--- config.mk ---
export PLATFORM = sky130hd
export DESIGN_NAME = ram_writer_flat
export DESIGN_NICKNAME = d
export VERILOG_FILES = /design/src/rtl/ram_if_pkg.sv /design/src/rtl/ram_writer_if.sv /design/src/rtl/ram_write_line_buffer.sv /design/src/rtl/ram_writer.sv /design/src/flat_wrapper.sv
export SDC_FILE = /design/constraint.sdc
export NUM_CORES = 1
export LEC_CHECK = 0
export BUFFER_PORTS_ARGS = -buffer_cell sky130_fd_sc_hd__buf_4
export CAP_MARGIN = 20
export CORE_MARGIN = 3
export CORE_UTILIZATION = 53
export DETAILED_ROUTE_END_ITERATION = 16
export PLACE_DENSITY_LB_ADDON = 0.1
export RECOVER_POWER = 25
export SYNTH_ARGS = -nofsm -noshare
export SYNTH_HDL_FRONTEND = slang
export SYNTH_HIERARCHICAL = 1
export SYNTH_SLANG_ARGS = --single-unit
export TNS_END_PERCENT = 100
--- constraint.sdc ---
create_clock -name clk -period 6.14 [get_ports clk]
set_clock_uncertainty 0.15 [all_clocks]
set_input_delay 0.614 -clock clk [delete_from_list [all_inputs] [get_ports clk]]
set_output_delay 0.614 -clock clk [all_outputs]
set_load 0.02 [all_outputs]
--- src/rtl/ram_if_pkg.sv ---
// Shared constants and state encoding for the DDR3 app-interface write path.
package ram_if_pkg;
    localparam int ADDR_WIDTH     = 27;
    localparam int APP_DATA_WIDTH = 64;
    localparam int APP_MASK_WIDTH = 8;
    localparam int WORD_WIDTH     = 16;
    localparam int BURST_WORDS    = 8;
    localparam int BEAT_WORDS     = APP_DATA_WIDTH / WORD_WIDTH;

    localparam logic [2:0] CMD_WRITE = 3'b000;
    localparam logic [2:0] CMD_READ  = 3'b001;

    typedef enum logic [2:0] {
        IDLE,
        FILL,
        WDATA0,
        WDATA1,
        WCMD
    } ram_writer_state_t;
endpackage

--- src/rtl/ram_writer_if.sv ---
// MIG app-interface write bus: command channel plus write-data FIFO channel.
interface ram_writer_if #(
    parameter int ADDR_WIDTH     = ram_if_pkg::ADDR_WIDTH,
    parameter int APP_DATA_WIDTH = ram_if_pkg::APP_DATA_WIDTH,
    parameter int APP_MASK_WIDTH = ram_if_pkg::APP_MASK_WIDTH
);
    logic [ADDR_WIDTH-1:0]     ram_address;
    logic [2:0]                ram_cmd;
    logic                      ram_en;
    logic                      ram_rdy;
    logic [APP_DATA_WIDTH-1:0] ram_wdf_data;
    logic                      ram_wdf_wren;
    logic                      ram_wdf_end;
    logic [APP_MASK_WIDTH-1:0] ram_wdf_mask;
    logic                      ram_wdf_rdy;

    modport master (
        output ram_address, ram_cmd, ram_en,
        output ram_wdf_data, ram_wdf_wren, ram_wdf_end, ram_wdf_mask,
        input  ram_rdy, ram_wdf_rdy
    );

    modport slave (
        input  ram_address, ram_cmd, ram_en,
        input  ram_wdf_data, ram_wdf_wren, ram_wdf_end, ram_wdf_mask,
        output ram_rdy, ram_wdf_rdy
    );
endinterface

--- src/rtl/ram_write_line_buffer.sv ---
// 8x16 burst line store with per-word valid; merge/clear take effect next cycle.
// Beat view (data + byte mask) is combinational from stored state, no backpressure.
module ram_write_line_buffer
    import ram_if_pkg::*;
#(
    parameter int APP_DATA_WIDTH = ram_if_pkg::APP_DATA_WIDTH,
    parameter int APP_MASK_WIDTH = ram_if_pkg::APP_MASK_WIDTH
) (
    input  logic                      clk,
    input  logic                      reset,
    input  logic                      clr,
    input  logic                      wr,
    input  logic [2:0]                idx,
    input  logic [WORD_WIDTH-1:0]     din,
    input  logic                      beat_sel,
    output logic [BURST_WORDS-1:0]    word_vld,
    output logic [APP_DATA_WIDTH-1:0] beat_data,
    output logic [APP_MASK_WIDTH-1:0] beat_mask
);
    logic [WORD_WIDTH-1:0]  words [BURST_WORDS];
    logic [BURST_WORDS-1:0] wr_onehot;

    assign wr_onehot = wr ? (BURST_WORDS'(1) << idx) : '0;

    // Clear and write in the same cycle leaves only the new word valid.
    always_ff @(posedge clk or posedge reset) begin
        if (reset) begin
            word_vld <= '0;
            for (int i = 0; i < BURST_WORDS; i++) begin
                words[i] <= '0;
            end
        end else begin
            word_vld <= (clr ? '0 : word_vld) | wr_onehot;
            if (wr) begin
                words[idx] <= din;
            end
        end
    end

    always_comb begin
        beat_data = '0;
        beat_mask = '1;
        for (int k = 0; k < BEAT_WORDS; k++) begin
            if (word_vld[{beat_sel, 2'(k)}]) begin
                beat_data[WORD_WIDTH*k +: WORD_WIDTH] = words[{beat_sel, 2'(k)}];
                beat_mask[2*k +: 2]                   = 2'b00;
            end
        end
    end
endmodule

--- src/rtl/ram_writer.sv ---
// Coalesces 16-bit word writes into masked BL8 MIG writes; RAM_WRITER_TIMEOUT_EN adds idle auto-flush.
// Accept->wdf_wren 1 cycle min, 3 cycles per burst; write_ready drops while a line drains, ram_* hold on stall.
module ram_writer
    import ram_if_pkg::*;
#(
    parameter int ADDR_WIDTH     = ram_if_pkg::ADDR_WIDTH,
    parameter int APP_DATA_WIDTH = ram_if_pkg::APP_DATA_WIDTH,
    parameter int APP_MASK_WIDTH = ram_if_pkg::APP_MASK_WIDTH,
    parameter int FLUSH_TIMEOUT  = 256
) (
    input  logic                  clk,
    input  logic                  reset,
    input  logic [ADDR_WIDTH-1:0] write_address,
    input  logic [15:0]           write_data,
    input  logic                  write_valid,
    output logic                  write_ready,
    input  logic                  flush,
    output logic                  busy,
    output logic [15:0]           lines_written,
    ram_writer_if.master          ram
);
    ram_writer_state_t state;

    logic [ADDR_WIDTH-4:0]     base_line;
    logic                      hold_vld;
    logic [ADDR_WIDTH-1:0]     hold_addr;
    logic [15:0]               hold_data;
    logic                      wren_q;
    logic                      end_q;
    logic                      en_q;
    logic [ADDR_WIDTH-1:0]     cmd_addr;

    logic                      accept;
    logic                      same_base;
    logic                      line_full;
    logic                      flush_now;
    logic                      lb_clr;
    logic                      lb_wr;
    logic [2:0]                lb_idx;
    logic [15:0]               lb_din;
    logic [BURST_WORDS-1:0]    word_vld;
    logic [APP_DATA_WIDTH-1:0] beat_data;
    logic [APP_MASK_WIDTH-1:0] beat_mask;

    assign accept    = write_valid & write_ready;
    assign same_base = (write_address[ADDR_WIDTH-1:3] == base_line);
    // Fullness includes a word merged this cycle so a completing write drains immediately.
    assign line_full = &(word_vld | ((accept && same_base) ? (8'd1 << write_address[2:0]) : 8'd0));

`ifdef RAM_WRITER_TIMEOUT_EN
    logic [15:0] idle_cnt;

    always_ff @(posedge clk or posedge reset) begin
        if (reset) begin
            idle_cnt <= '0;
        end else if (state != FILL || accept) begin
            idle_cnt <= '0;
        end else if (idle_cnt != 16'hFFFF) begin
            idle_cnt <= idle_cnt + 16'd1;
        end
    end

    assign flush_now = flush | (idle_cnt == 16'(FLUSH_TIMEOUT));
`else
    logic unused_flush_timeout;
    assign unused_flush_timeout = ^FLUSH_TIMEOUT;
    assign flush_now            = flush;
`endif

    always_comb begin
        lb_clr = 1'b0;
        lb_wr  = 1'b0;
        lb_idx = write_address[2:0];
        lb_din = write_data;
        case (state)
            IDLE: lb_wr = accept;
            FILL: lb_wr = accept & same_base;
            WCMD: begin
                if (ram.ram_rdy) begin
                    lb_clr = 1'b1;
                    lb_wr  = hold_vld;
                    lb_idx = hold_addr[2:0];
                    lb_din = hold_data;
                end
            end
            default: ;
        endcase
    end

    ram_write_line_buffer #(
        .APP_DATA_WIDTH (APP_DATA_WIDTH),
        .APP_MASK_WIDTH (APP_MASK_WIDTH)
    ) u_line (
        .clk       (clk),
        .reset     (reset),
        .clr       (lb_clr),
        .wr        (lb_wr),
        .idx       (lb_idx),
        .din       (lb_din),
        .beat_sel  (end_q),
        .word_vld  (word_vld),
        .beat_data (beat_data),
        .beat_mask (beat_mask)
    );

    always_ff @(posedge clk or posedge reset) begin
        if (reset) begin
            state         <= IDLE;
            write_ready   <= 1'b0;
            busy          <= 1'b0;
            lines_written <= '0;
            base_line     <= '0;
            hold_vld      <= 1'b0;
            hold_addr     <= '0;
            hold_data     <= '0;
            wren_q        <= 1'b0;
            end_q         <= 1'b0;
            en_q          <= 1'b0;
            cmd_addr      <= '0;
        end else begin
            case (state)
                IDLE: begin
                    write_ready <= 1'b1;
                    if (accept) begin
                        base_line <= write_address[ADDR_WIDTH-1:3];
                        busy      <= 1'b1;
                        state     <= FILL;
                    end
                end
                FILL: begin
                    if (accept && !same_base) begin
                        hold_vld  <= 1'b1;
                        hold_addr <= write_address;
                        hold_data <= write_data;
                    end
                    if ((accept && !same_base) || line_full || flush_now) begin
                        write_ready <= 1'b0;
                        wren_q      <= 1'b1;
                        end_q       <= 1'b0;
                        state       <= WDATA0;
                    end
                end
                WDATA0: begin
                    if (ram.ram_wdf_rdy) begin
                        end_q <= 1'b1;
                        state <= WDATA1;
                    end
                end
                WDATA1: begin
                    if (ram.ram_wdf_rdy) begin
                        wren_q   <= 1'b0;
                        end_q    <= 1'b0;
                        en_q     <= 1'b1;
                        cmd_addr <= {base_line, 3'b000};
                        state    <= WCMD;
                    end
                end
                WCMD: begin
                    if (ram.ram_rdy) begin
                        en_q          <= 1'b0;
                        cmd_addr      <= '0;
                        lines_written <= lines_written + 16'd1;
                        write_ready   <= 1'b1;
                        if (hold_vld) begin
                            base_line <= hold_addr[ADDR_WIDTH-1:3];
                            hold_vld  <= 1'b0;
                            state     <= FILL;
                        end else begin
                            busy  <= 1'b0;
                            state <= IDLE;
                        end
                    end
                end
                default: state <= IDLE;
            endcase
        end
    end

    assign ram.ram_en       = en_q;
    assign ram.ram_cmd      = CMD_WRITE;
    assign ram.ram_address  = cmd_addr;
    assign ram.ram_wdf_wren = wren_q;
    assign ram.ram_wdf_end  = end_q;
    assign ram.ram_wdf_data = wren_q ? beat_data : '0;
    assign ram.ram_wdf_mask = wren_q ? beat_mask : '0;
endmodule

--- src/flat_wrapper.sv ---
// flat-port wrapper written by rule: the top's interface ports become plain ports
module ram_writer_flat import ram_if_pkg::*;
#(
    parameter int ADDR_WIDTH     = ram_if_pkg::ADDR_WIDTH,
    parameter int APP_DATA_WIDTH = ram_if_pkg::APP_DATA_WIDTH,
    parameter int APP_MASK_WIDTH = ram_if_pkg::APP_MASK_WIDTH,
    parameter int FLUSH_TIMEOUT  = 256
)
  (clk, reset, write_address, write_data, write_valid, write_ready, flush, busy, lines_written, ram_ram_address, ram_ram_cmd, ram_ram_en, ram_ram_wdf_data, ram_ram_wdf_wren, ram_ram_wdf_end, ram_ram_wdf_mask, ram_ram_rdy, ram_ram_wdf_rdy);
  ram_writer_if #(.ADDR_WIDTH(ADDR_WIDTH), .APP_DATA_WIDTH(APP_DATA_WIDTH), .APP_MASK_WIDTH(APP_MASK_WIDTH)) ram_i ();
  input  logic clk;
  input  logic reset;
  input  logic [ADDR_WIDTH-1:0] write_address;
  input  logic [15:0] write_data;
  input  logic write_valid;
  output logic write_ready;
  input  logic flush;
  output logic busy;
  output logic [15:0] lines_written;
  output wire logic [$bits(ram_i.ram_address)-1:0] ram_ram_address;
  output wire logic [$bits(ram_i.ram_cmd)-1:0] ram_ram_cmd;
  output wire logic [$bits(ram_i.ram_en)-1:0] ram_ram_en;
  output wire logic [$bits(ram_i.ram_wdf_data)-1:0] ram_ram_wdf_data;
  output wire logic [$bits(ram_i.ram_wdf_wren)-1:0] ram_ram_wdf_wren;
  output wire logic [$bits(ram_i.ram_wdf_end)-1:0] ram_ram_wdf_end;
  output wire logic [$bits(ram_i.ram_wdf_mask)-1:0] ram_ram_wdf_mask;
  input wire logic [$bits(ram_i.ram_rdy)-1:0] ram_ram_rdy;
  input wire logic [$bits(ram_i.ram_wdf_rdy)-1:0] ram_ram_wdf_rdy;
  assign ram_ram_address = ram_i.ram_address;
  assign ram_ram_cmd = ram_i.ram_cmd;
  assign ram_ram_en = ram_i.ram_en;
  assign ram_ram_wdf_data = ram_i.ram_wdf_data;
  assign ram_ram_wdf_wren = ram_i.ram_wdf_wren;
  assign ram_ram_wdf_end = ram_i.ram_wdf_end;
  assign ram_ram_wdf_mask = ram_i.ram_wdf_mask;
  assign ram_i.ram_rdy = ram_ram_rdy;
  assign ram_i.ram_wdf_rdy = ram_ram_wdf_rdy;
  ram_writer #(.ADDR_WIDTH(ADDR_WIDTH), .APP_DATA_WIDTH(APP_DATA_WIDTH), .APP_MASK_WIDTH(APP_MASK_WIDTH), .FLUSH_TIMEOUT(FLUSH_TIMEOUT)) u_core (.clk(clk), .reset(reset), .write_address(write_address), .write_data(write_data), .write_valid(write_valid), .write_ready(write_ready), .flush(flush), .busy(busy), .lines_written(lines_written), .ram(ram_i));
endmodule
* After elaboration in Yosys (flattened, before gate mapping)
Cells that the tools add are included.
Storage, ports and cells: register bits after elaboration 255, bits of input ports 49, output and inout port bits 123, word-level logic and storage cells 154
Cells by class: add/sub/neg operators 1, $lt $le $gt $ge 10, eq/ne operators 13, shifts and indexed selects 2, multiplexer cells 74, bitwise operators 9, reductions and logical operators 24
Operator list (number):
- $mux 16 | 15
- $bmux 16 s3 | 4
- $bwmux 128 | 1
- $mux 24 | 3
- $mux 64 | 1
- $mux 27 | 2
- $pmux 27 s2 | 1
- $demux 16 s3 | 1
- $pmux 24 s2 | 1
- $mux 8 | 4
- $eq 24x24->1 | 1
- $mux 1 | 22
- $mux 3 | 7
- $ge 4x4->1 const B | 5
- $not 3->4 | 5
- $add 16x1->16 const B | 1
- $lt 3x4->1 const B | 4
- $or 8x8->8 | 2
- $shl 1x3->8 const A | 2
- $pmux 3 s5 | 1
- $reduce_and 3->1 | 4
- $reduce_and 4->1 | 3
- $pmux 1 s3 | 3
- $mux 2 | 4
- other kinds (17) | 36

* Longest topological paths before layout
Gate-level depths: netlist (run 1).
depth after elaboration 9, mapped depth 14, mapped depth without buffers 9

* By module
The synthesis (run 1) kept the hierarchy.
By module, submodules not included:
- ram_write_line_buffer | times used 1, cells each 471, area each 6142.1 sq um
- ram_writer | times used 1, cells each 615, area each 5935.7 sq um

* Worst setup path after synthesis (run 1)
Ideal clock, no wire load.
path kind in2reg, from input write_valid, to register u_core/u_line/words[112] (netlist name), setup time 0.125 ns, data arrival time 2.644 ns, data required time 5.865 ns, path slack 3.221 ns, cell stages on the path 10, buffers on the path 3, path through nand2_1 nor2_1 a31oi_1 nor3_1 clkbuf_1 o21bai_1 buf_2 nor4b_4 buf_8 mux2_4
On the way: cells in the longest elaborated chain, start to end 3
Ends and longest elaborated chain:
- start: declaration | RTL line flat_wrapper.sv:15 | input logic write_valid;
- $and 1x1->1 (*) | RTL line ram_writer.sv:45 | assign accept = write_valid & write_ready;
- $and 1x1->1 | RTL line ram_writer.sv:77 | FILL: lb_wr = accept & same_base;
- $pmux 1 s3 (*) | RTL line ram_writer.sv:75 | case (state)
- named net u_core.lb_wr | RTL line ram_writer.sv:38 | logic lb_wr;
- end signal: indexed assignment | RTL line ram_write_line_buffer.sv:35 | words[idx] <= din;
- end: declaration | RTL line ram_write_line_buffer.sv:20 | logic [WORD_WIDTH-1:0] words [BURST_WORDS];
The timed path passes the listed nets; every way through them passes the cells marked *. A chain may end at the register's enable or synchronous reset.

* Worst setup path after layout (run 1)
from register u_core.state[1], to register u_core/u_line/words[41] (netlist name)
On the way: cells in the longest elaborated chain, start to end 8, elaborated cells between the ends (all ways) 13
Ends and longest elaborated chain:
- start: declaration | RTL line ram_writer.sv:22 | ram_writer_state_t state;
- start signal: assignment | RTL line ram_writer.sv:108 | state <= IDLE;
- start signal: assignment | RTL line ram_writer.sv:127 | state <= FILL;
- start signal: assignment | RTL line ram_writer.sv:140 | state <= WDATA0;
- $eq 3x3->1 (*) | RTL line ram_writer.sv:75
- $mux 3 (*) | RTL line ram_writer.sv:75
- named net u_core.lb_idx[0] | RTL line ram_writer.sv:39 | logic [2:0] lb_idx;
- $not 3->4 (not written as such) (*) | RTL line ram_write_line_buffer.sv:35
- $ge 4x4->1 (not written as such) or $lt 4x1->1 (tied branches) | RTL line ram_write_line_buffer.sv:35
- $logic_and 1x1->1 (not written as such) | RTL line ram_write_line_buffer.sv:35
- $mux 16 (not written as such) | RTL line ram_write_line_buffer.sv:35
- $demux 16 s3 (*) | RTL line ram_write_line_buffer.sv:35
- $bwmux 128 (*) | RTL line ram_write_line_buffer.sv:35
Marked as above.

==> impl_metrics.csv, run 1 <==
group,metric,value,unit
synth,async_reset_ff_frac,1.00,
synth,syn_area_per_cell,11.1,um^2
global_route,grt_use_total,0.234,
timing,setup_tns,0,ns
final_layout,nFillCells,1792,
timing,worst_slack,2.43,ns
worst_setup_path,worst_ep_required_time,6.39,ns
clock_tree,cts_root_buffer,"clkbuf_16",
global_route,grt_start_max_net_pins,83,
worst_setup_path,start_kind,"flop",
die,die_h,157,um
worst_setup_path,cp.depth,8,
routing,drtAntennaViolNets,0,
die,die-area,24600,um^2
routing,vias,8463,
global_route,grt-ovfl-total,0,
global_route,grt_pass1_wl,46000,um
timing,finalCriticalPeriod,3.71,ns
pwr,p_clk_frac,0.211,
worst_setup_path,critPathBufInv,1,
timing,maxSlewHeadroom,-1.09,
final_layout,multiInputGateArea,5300,um^2
worst_setup_path,cp-end-kind,"flop",
clock_tree,cts_setup_buffers,0,
worst_setup_path,path_common_cell,"nand2_1",
synth,yosys.area_share.simple,0.146,
timing,hold_slack,0.181,ns
pwr,power_frac_comb,0.354,
worst_setup_path,r2r_end,"u_core/u_line/words[41]",
synth,synthMuxAreaShare,0.184,
pwr,vdd_drop_max,0.252,mV
placement,place.gp.congestion,0.792,
die,coreArea,22100,um^2
worst_hold_path,hold_class,"primary input to flop",
pwr,p_int,4.45,mW
timing,worst_slew_pin_slew,3.12,ns
worst_setup_path,cp_slowest_stage_delay,0.64,ns
status,outcome,"finished, violations left",
synth,synth_xor_area_frac,0.0283,
worst_setup_path,worstSetupPathType,"flop to flop",
worst_setup_path,crit_end,"u_core/u_line/words[41]",
timing,setup_viol,0,
synth,synth.cell_area,12100,um^2
clock_tree,numCtsBuffers,27,
routing,dr.pass1.iters,5,
clock_tree,post_cts_resized,0,
final_layout,nNetsFinal,1263,
worst_setup_path,reg2reg_depth,8,
placement,dp_hpwl,18400,um
clock_tree,h-tree-depth,1,
worst_setup_path,crit_path_start,"u_core/state[1]",
pwr,leakage,6.56,nW
clock_tree,path_clk_slew,0.06,ns
routing,first_iter_violations,496,
placement,portBuffers,165,
final_layout,antenna-diode-count,0,
timing,max_freq,269,MHz
worst_setup_path,r2r-start,"u_core/state[1]",
synth,synth_top_family_by_area,"multiplexers",
clock_tree,clk_path_buf_depth,3,
placement,dpl_worst_slack,2.13,ns
synth,ys_warn_count,6,
worst_setup_path,crit_arrival,3.96,ns
die,die_x,157,um
clock_tree,clock_latency,0.53,ns
clock_tree,cts_tree,"built",
pwr,switchingPower,2.49,mW
die,start_util,0.547,
pwr,powerDensity,491,nW/um^2
routing,drt-total-wl,28800,um
worst_hold_path,hold_start,"write_data[9]",
pwr,seq_power_share,0.435,
synth,syn_inst,1086,
synth,synthAdderAreaFrac,0.00104,
worst_setup_path,slowest_stage,"nand4b_2",
clock_tree,clock_sinks,252,
die,ios,172,
worst_setup_path,cp_cell_sequence,"nor2_1 > and2_1 > nand2_4 > inv_4 > nand2_1 > nand2_1 > nand4b_2 > mux2_2",
routing,drc,0,
synth,synth_compound_area_frac,0.0772,
final_layout,drive_gt1_frac,0.324,
worst_setup_path,rrSetupSlack,2.43,ns
routing,via_per_inst,5.60,
pwr,swShare,0.359,
worst_setup_path,path_max_fanout,46,
die,rows,54,
final_layout,seqCellArea,6310,um^2
global_route,grt_pass1_vias,8541,
status,violations,"max-capacitance violations, max-slew violations",
synth,synth-edff-count,0,
timing,fin_crit_sh,0.605,
synth,ys_ff_latch,252,
synth,synth_top_flop_cell,"dfrtp_1",
global_route,antenna_found_initial,0,
job,maxCapViolations,1,
routing,avgRoutedWirePerCell,19.1,um
worst_setup_path,cpLargestDelayFamily,"simple AND/OR/NAND/NOR gates",
timing,rsz0062_at_grt,"false",
timing,slew_violations,71,
synth,ys_seq_area_frac,0.522,
final_layout,syn2layout_area_growth,17.0,%
timing,hold_viol_final,0,
synth,ys_types,52,
[cell usage after synthesis, types with 6 or more instances]
master	number	area, um^2
mux2i_1	26	260
mux2_4	9	135
buf_6	6	67.6
dfrtp_1	252	6310
nand4_1	9	56.3
nand3_1	32	160
a21oi_1	33	165
and2_1	75	469
mux2_2	162	1820
xnor2_1	33	289
o2bb2ai_1	21	184
inv_1	10	37.5
buf_2	14	70.1
nor2_1	42	158
xor2_1	6	52.6
o21ai_0	54	270
a32o_1	18	180
nand2_1	170	638
clkbuf_1	44	165
buf_4	17	128
[power groups by stage]
stage / Combinational, mW / Clock, mW / Sequential [mW]
after detailed placement: 2.48 / 0 / 3.04
final: 2.46 / 1.46 / 3.02
after global routing: 2.69 / 1.57 / 3.13
after global placement: 2.41 / 0 / 3.02
after floorplan: 1.80 / 0 / 2.86
after CTS: 2.48 / 1.50 / 3.02
[final cells by class]
| cell class | instances | area share |
|---|---|---|
| clock buffer | 42 | 0.0532 |
| multi-input combinational | 744 | 0.375 |
| timing repair buffer | 177 | 0.0955 |
| clock inverter | 4 | 0.00168 |
| sequential | 252 | 0.447 |
| tap | 280 | 0.0248 |
| inverter | 11 | 0.00328 |
[worst reg2reg max path: stages, from the launching register on]
cell,delay [ns]
dfrtp_1,0.46
nor2_1,0.36
and2_1,0.25
nand2_4,0.34
inv_4,0.44
nand2_1,0.14
nand2_1,0.28
nand4b_2,0.65
mux2_2,0.52
[cells by family after synthesis]
| kind of cell | after synthesis |
|---|---|
| buf+inv | 95 |
| simple gates | 358 |
| compound gates | 143 |
| xor+xnor | 39 |
| mux | 197 |
| other cells | 1 |
| fa+ha+maj | 1 |
| flops | 252 |
[sequential cells by signal, indices dropped and copies added (netlist names)]
name                     count
u_core/hold_data            16
u_core/base_line            24
u_core/lines_written        16
u_core/busy                  1
u_core/write_ready           1
u_core/ram.ram_wdf_wren      1
u_core/ram.ram_wdf_end       1
u_core/ram.ram_en            1
u_core/u_line/word_vld       8
u_core/hold_addr            27
u_core/ram.ram_address      24
u_core/state                 3
u_core/u_line/words        128
u_core/hold_vld              1
[worst min-delay path by stage]
stage | end | slack, ns | cells past startpoint
after floorplan | u_core/u_line/words[24] | 0.33 | 1
after global placement | u_core/lines_written[15] | 0.31 | 1
after detailed placement | u_core/lines_written[15] | 0.31 | 1
after CTS | u_core/hold_data[2] | 0.16 | 2
after global routing | u_core/hold_data[11] | 0.17 | 2
final | u_core/hold_data[9] | 0.18 | 2
[stage by stage]
stage	instance area, um^2	utilization	instances	power [mW]
finish	14100	0.639	1510	6.94
global route	14100	0.639	1510	7.39
CTS	14100	0.639	1508	7.00
detailed placement	13300	0.604	1462	5.52
global placement	13300	0.602	1460	5.43
floorplan	12100	-	1091	4.66
[timing repair]
action	4_1_cts	5_1_grt
hold buffers	0	1
endpoints found under the hold margin	0	10
endpoints found under the setup margin	0	0
[layout by cell type (no fill, tap or decap), types with 2 or more instances in the layout]
| cell type | instances |
|---|---|
| a21oi_1 | 33 |
| conb_1 | 6 |
| o22ai_1 | 2 |
| nor2b_1 | 4 |
| o21ai_0 | 54 |
| nand4_1 | 9 |
| clkbuf_8 | 2 |
| and3_1 | 3 |
| dfrtp_1 | 250 |
| mux2_4 | 9 |
| a22o_1 | 2 |
| nor4_1 | 2 |
| clkbuf_1 | 17 |
| a21o_1 | 5 |
| nand4b_2 | 3 |
| a32o_1 | 18 |
| xnor2_1 | 33 |
| and4bb_2 | 3 |
| nor2_1 | 42 |
| buf_4 | 170 |
| mux2i_1 | 26 |
| clkinvlp_2 | 2 |
| nand3_1 | 32 |
| mux2_2 | 162 |
| o2bb2ai_1 | 21 |
| inv_1 | 8 |
| a31oi_1 | 2 |
| clkbuf_16 | 27 |
| nand2_1 | 169 |
| xor2_1 | 6 |
| and2_1 | 75 |
| nor2_2 | 2 |
| clkinv_2 | 3 |
| nand2b_1 | 3 |
| dfrtp_2 | 2 |
[routing by layer]
metal / vias up / part of all wire / global-route usage
li1: 3965 / - / -
met1: 4252 / 0.46 / 0.342
met2: 203 / 0.47 / 0.376
met3: 43 / 0.048 / 0.0294
met4: 0 / 0.020 / 0.0550
met5: - / 0 / 0
Note: power is estimated with default switching activity, not from simulation.
==> run 2, diff against run 1 <==
--- a/config.mk
+++ b/config.mk
@@ -8,7 +8,7 @@
 export BUFFER_PORTS_ARGS = -buffer_cell sky130_fd_sc_hd__buf_4
 export CAP_MARGIN = 20
 export CORE_MARGIN = 3
-export CORE_UTILIZATION = 53
+export CORE_UTILIZATION = 52
 export DETAILED_ROUTE_END_ITERATION = 16
 export PLACE_DENSITY_LB_ADDON = 0.1
 export RECOVER_POWER = 25
==> constraint.sdc (replaced) <==
create_clock -name clk -period 3.2 [get_ports clk]
set_clock_uncertainty 0.15 [all_clocks]
set_input_delay 0.32 -clock clk [delete_from_list [all_inputs] [get_ports clk]]
set_output_delay 0.32 -clock clk [all_outputs]
set_load 0.02 [all_outputs]
==> impl_metrics.csv, run 2 (synthesis gave the netlist of run 1 again) <==
group,metric,value,unit
final_layout,drive_gt1_frac,0.332,
timing,max_freq,337,MHz
timing,rsz0062_at_grt,"false",
worst_setup_path,worst_ep_required_time,3.45,ns
routing,dr.pass1.iters,5,
clock_tree,h-tree-depth,1,
final_layout,top_regs,"u_core/u_line/words (128), u_core/hold_addr (27)",
clock_tree,cts_setup_buffers,0,
clock_tree,post_cts_resized,0,
final_layout,nNetsFinal,1327,
final_layout,syn2layout_area_growth,23.8,%
routing,drc,0,
die,die-area,25100,um^2
clock_tree,cts_tree,"built",
final_layout,nFillCells,1799,
worst_setup_path,crit_arrival,3.21,ns
final_layout,antenna-diode-count,0,
routing,drtAntennaViolNets,0,
worst_hold_path,hold_class,"primary input to flop",
routing,avgRoutedWirePerCell,18.2,um
die,ios,172,
timing,worst_slew_pin_slew,1.44,ns
final_layout,top_register,"u_core/u_line/words",
routing,vias,8548,
final_layout,layout_commonest_cell,"dfrtp_1",
clock_tree,numCtsBuffers,27,
routing,drt-total-wl,28700,um
pwr,p_int,8.98,mW
die,die_x,158,um
clock_tree,holdBufCountCts,48,
global_route,grt_use_total,0.230,
routing,first_iter_violations,510,
clock_tree,cts_root_buffer,"clkbuf_16",
global_route,grt_pass1_wl,45900,um
pwr,p_clk_frac,0.228,
pwr,powerDensity,922,nW/um^2
final_layout,layout_common_cells,"dfrtp_1, buf_4, nand2_1",
global_route,antenna_found_initial,0,
pwr,switchingPower,4.81,mW
final_layout,largest_reg_flops,128,
worst_setup_path,worstSetupPathType,"primary input to flop",
pwr,power_frac_comb,0.363,
timing,fin_crit_sh,0.926,
die,rows,55,
status,outcome,"finished clean",
clock_tree,path_clk_slew,0.06,ns
timing,hold_viol_final,0,
worst_setup_path,cp-end-kind,"flop",
placement,place.gp.congestion,0.790,
routing,via_per_inst,5.40,
timing,setup_viol,0,
global_route,grt_pass1_vias,8431,
timing,setup_tns,0,ns
pwr,swShare,0.349,
global_route,grt-ovfl-total,0,
timing,slew_violations,0,
timing,hold_slack,0.0194,ns
clock_tree,clock_latency,0.53,ns
timing,finalCriticalPeriod,2.96,ns
pwr,vdd_drop_max,0.505,mV
placement,dp_hpwl,18600,um
clock_tree,clock_sinks,252,
worst_setup_path,start_kind,"primary input",
timing,maxSlewHeadroom,0.0353,
die,start_util,0.532,
global_route,grt_start_max_net_pins,91,
pwr,seq_power_share,0.409,
worst_setup_path,path_max_fanout,17,
pwr,leakage,6.95,nW
die,coreArea,22700,um^2
clock_tree,clk_path_buf_depth,3,
die,die_h,158,um
placement,portBuffers,165,
job,maxCapViolations,0,
## run 2: cell count changes in the layout (fill, tap and decap cells not counted), sizes merged
cell,change
dlygate4sd3,+47
buf,+18
bufinv,+1
clkinvlp,+1
## run 2: final cells by class
class | instances | area (um^2) | share of cell area
sequential | 252 | 6310 | 0.422
inverter | 11 | 46.3 | 0.00310
multi-input combinational | 744 | 5300 | 0.354
timing repair buffer | 241 | 2020 | 0.135
tap | 285 | 357 | 0.0238
clock inverter | 6 | 61.3 | 0.00410
clock buffer | 43 | 866 | 0.0579
## run 2: final timing paths
path | from | endpoint | slack (ns) | cells after the start
max in group asynchronous | reset | u_core/u_line/words[110] | 0.52 | 4
setup / recovery | write_address[19] | u_core/u_line/words[120] | 0.24 | 10
min in group asynchronous | reset | u_core/hold_data[9] | 0.13 | 3
setup reg to reg | u_core/base_line[16] | u_core/u_line/words[120] | 0.27 | 8
hold reg to reg | u_core/lines_written[15] | u_core/lines_written[15] | 0.32 | 1
hold / removal | flush | u_core/write_ready | 0.02 | 3
## run 2: per-layer routing
layer,share of wire,global-route usage
met5,0,0
met4,0.014,0.0430
met3,0.038,0.0275
met2,0.47,0.372
met1,0.48,0.341
## run 2: through the flow
| stage | util | std cells | total power, mW | setup WS (ns) | instance area (um^2) |
|---|---|---|---|---|---|
| 2_1_floorplan | - | 1091 | 8.95 | 0.373 | 12100 |
| 3_3_place_gp | 0.598 | 1485 | 10.5 | 0.334 | 13600 |
| 3_5_place_dp | 0.598 | 1485 | 10.7 | 0.277 | 13600 |
| 4_1_cts | 0.660 | 1582 | 13.9 | 0.256 | 15000 |
| 5_1_grt | 0.659 | 1582 | 14.7 | 0.0281 | 15000 |
| 6_report | 0.659 | 1582 | 13.8 | 0.236 | 15000 |
## run 2: critical path, stage by stage
cell and delay [ns]:
dlygate4sd3_1 0.53, buf_4 0.14, xnor2_1 0.20, nand4_1 0.15
nor4_1 0.48, nand4_1 0.18, o21bai_1 0.32, nor4b_4 0.31
buf_12 0.21, mux2_2 0.35
## run 2: power by group through the flow
stage	registers, mW	logic (mW)	clock network (mW)
after floorplan	5.49	3.46	0
after global placement	5.61	4.89	0
after detailed placement	5.67	4.99	0
after CTS	5.64	5.06	3.22
after global routing	5.83	5.48	3.36
final	5.63	5.00	3.15
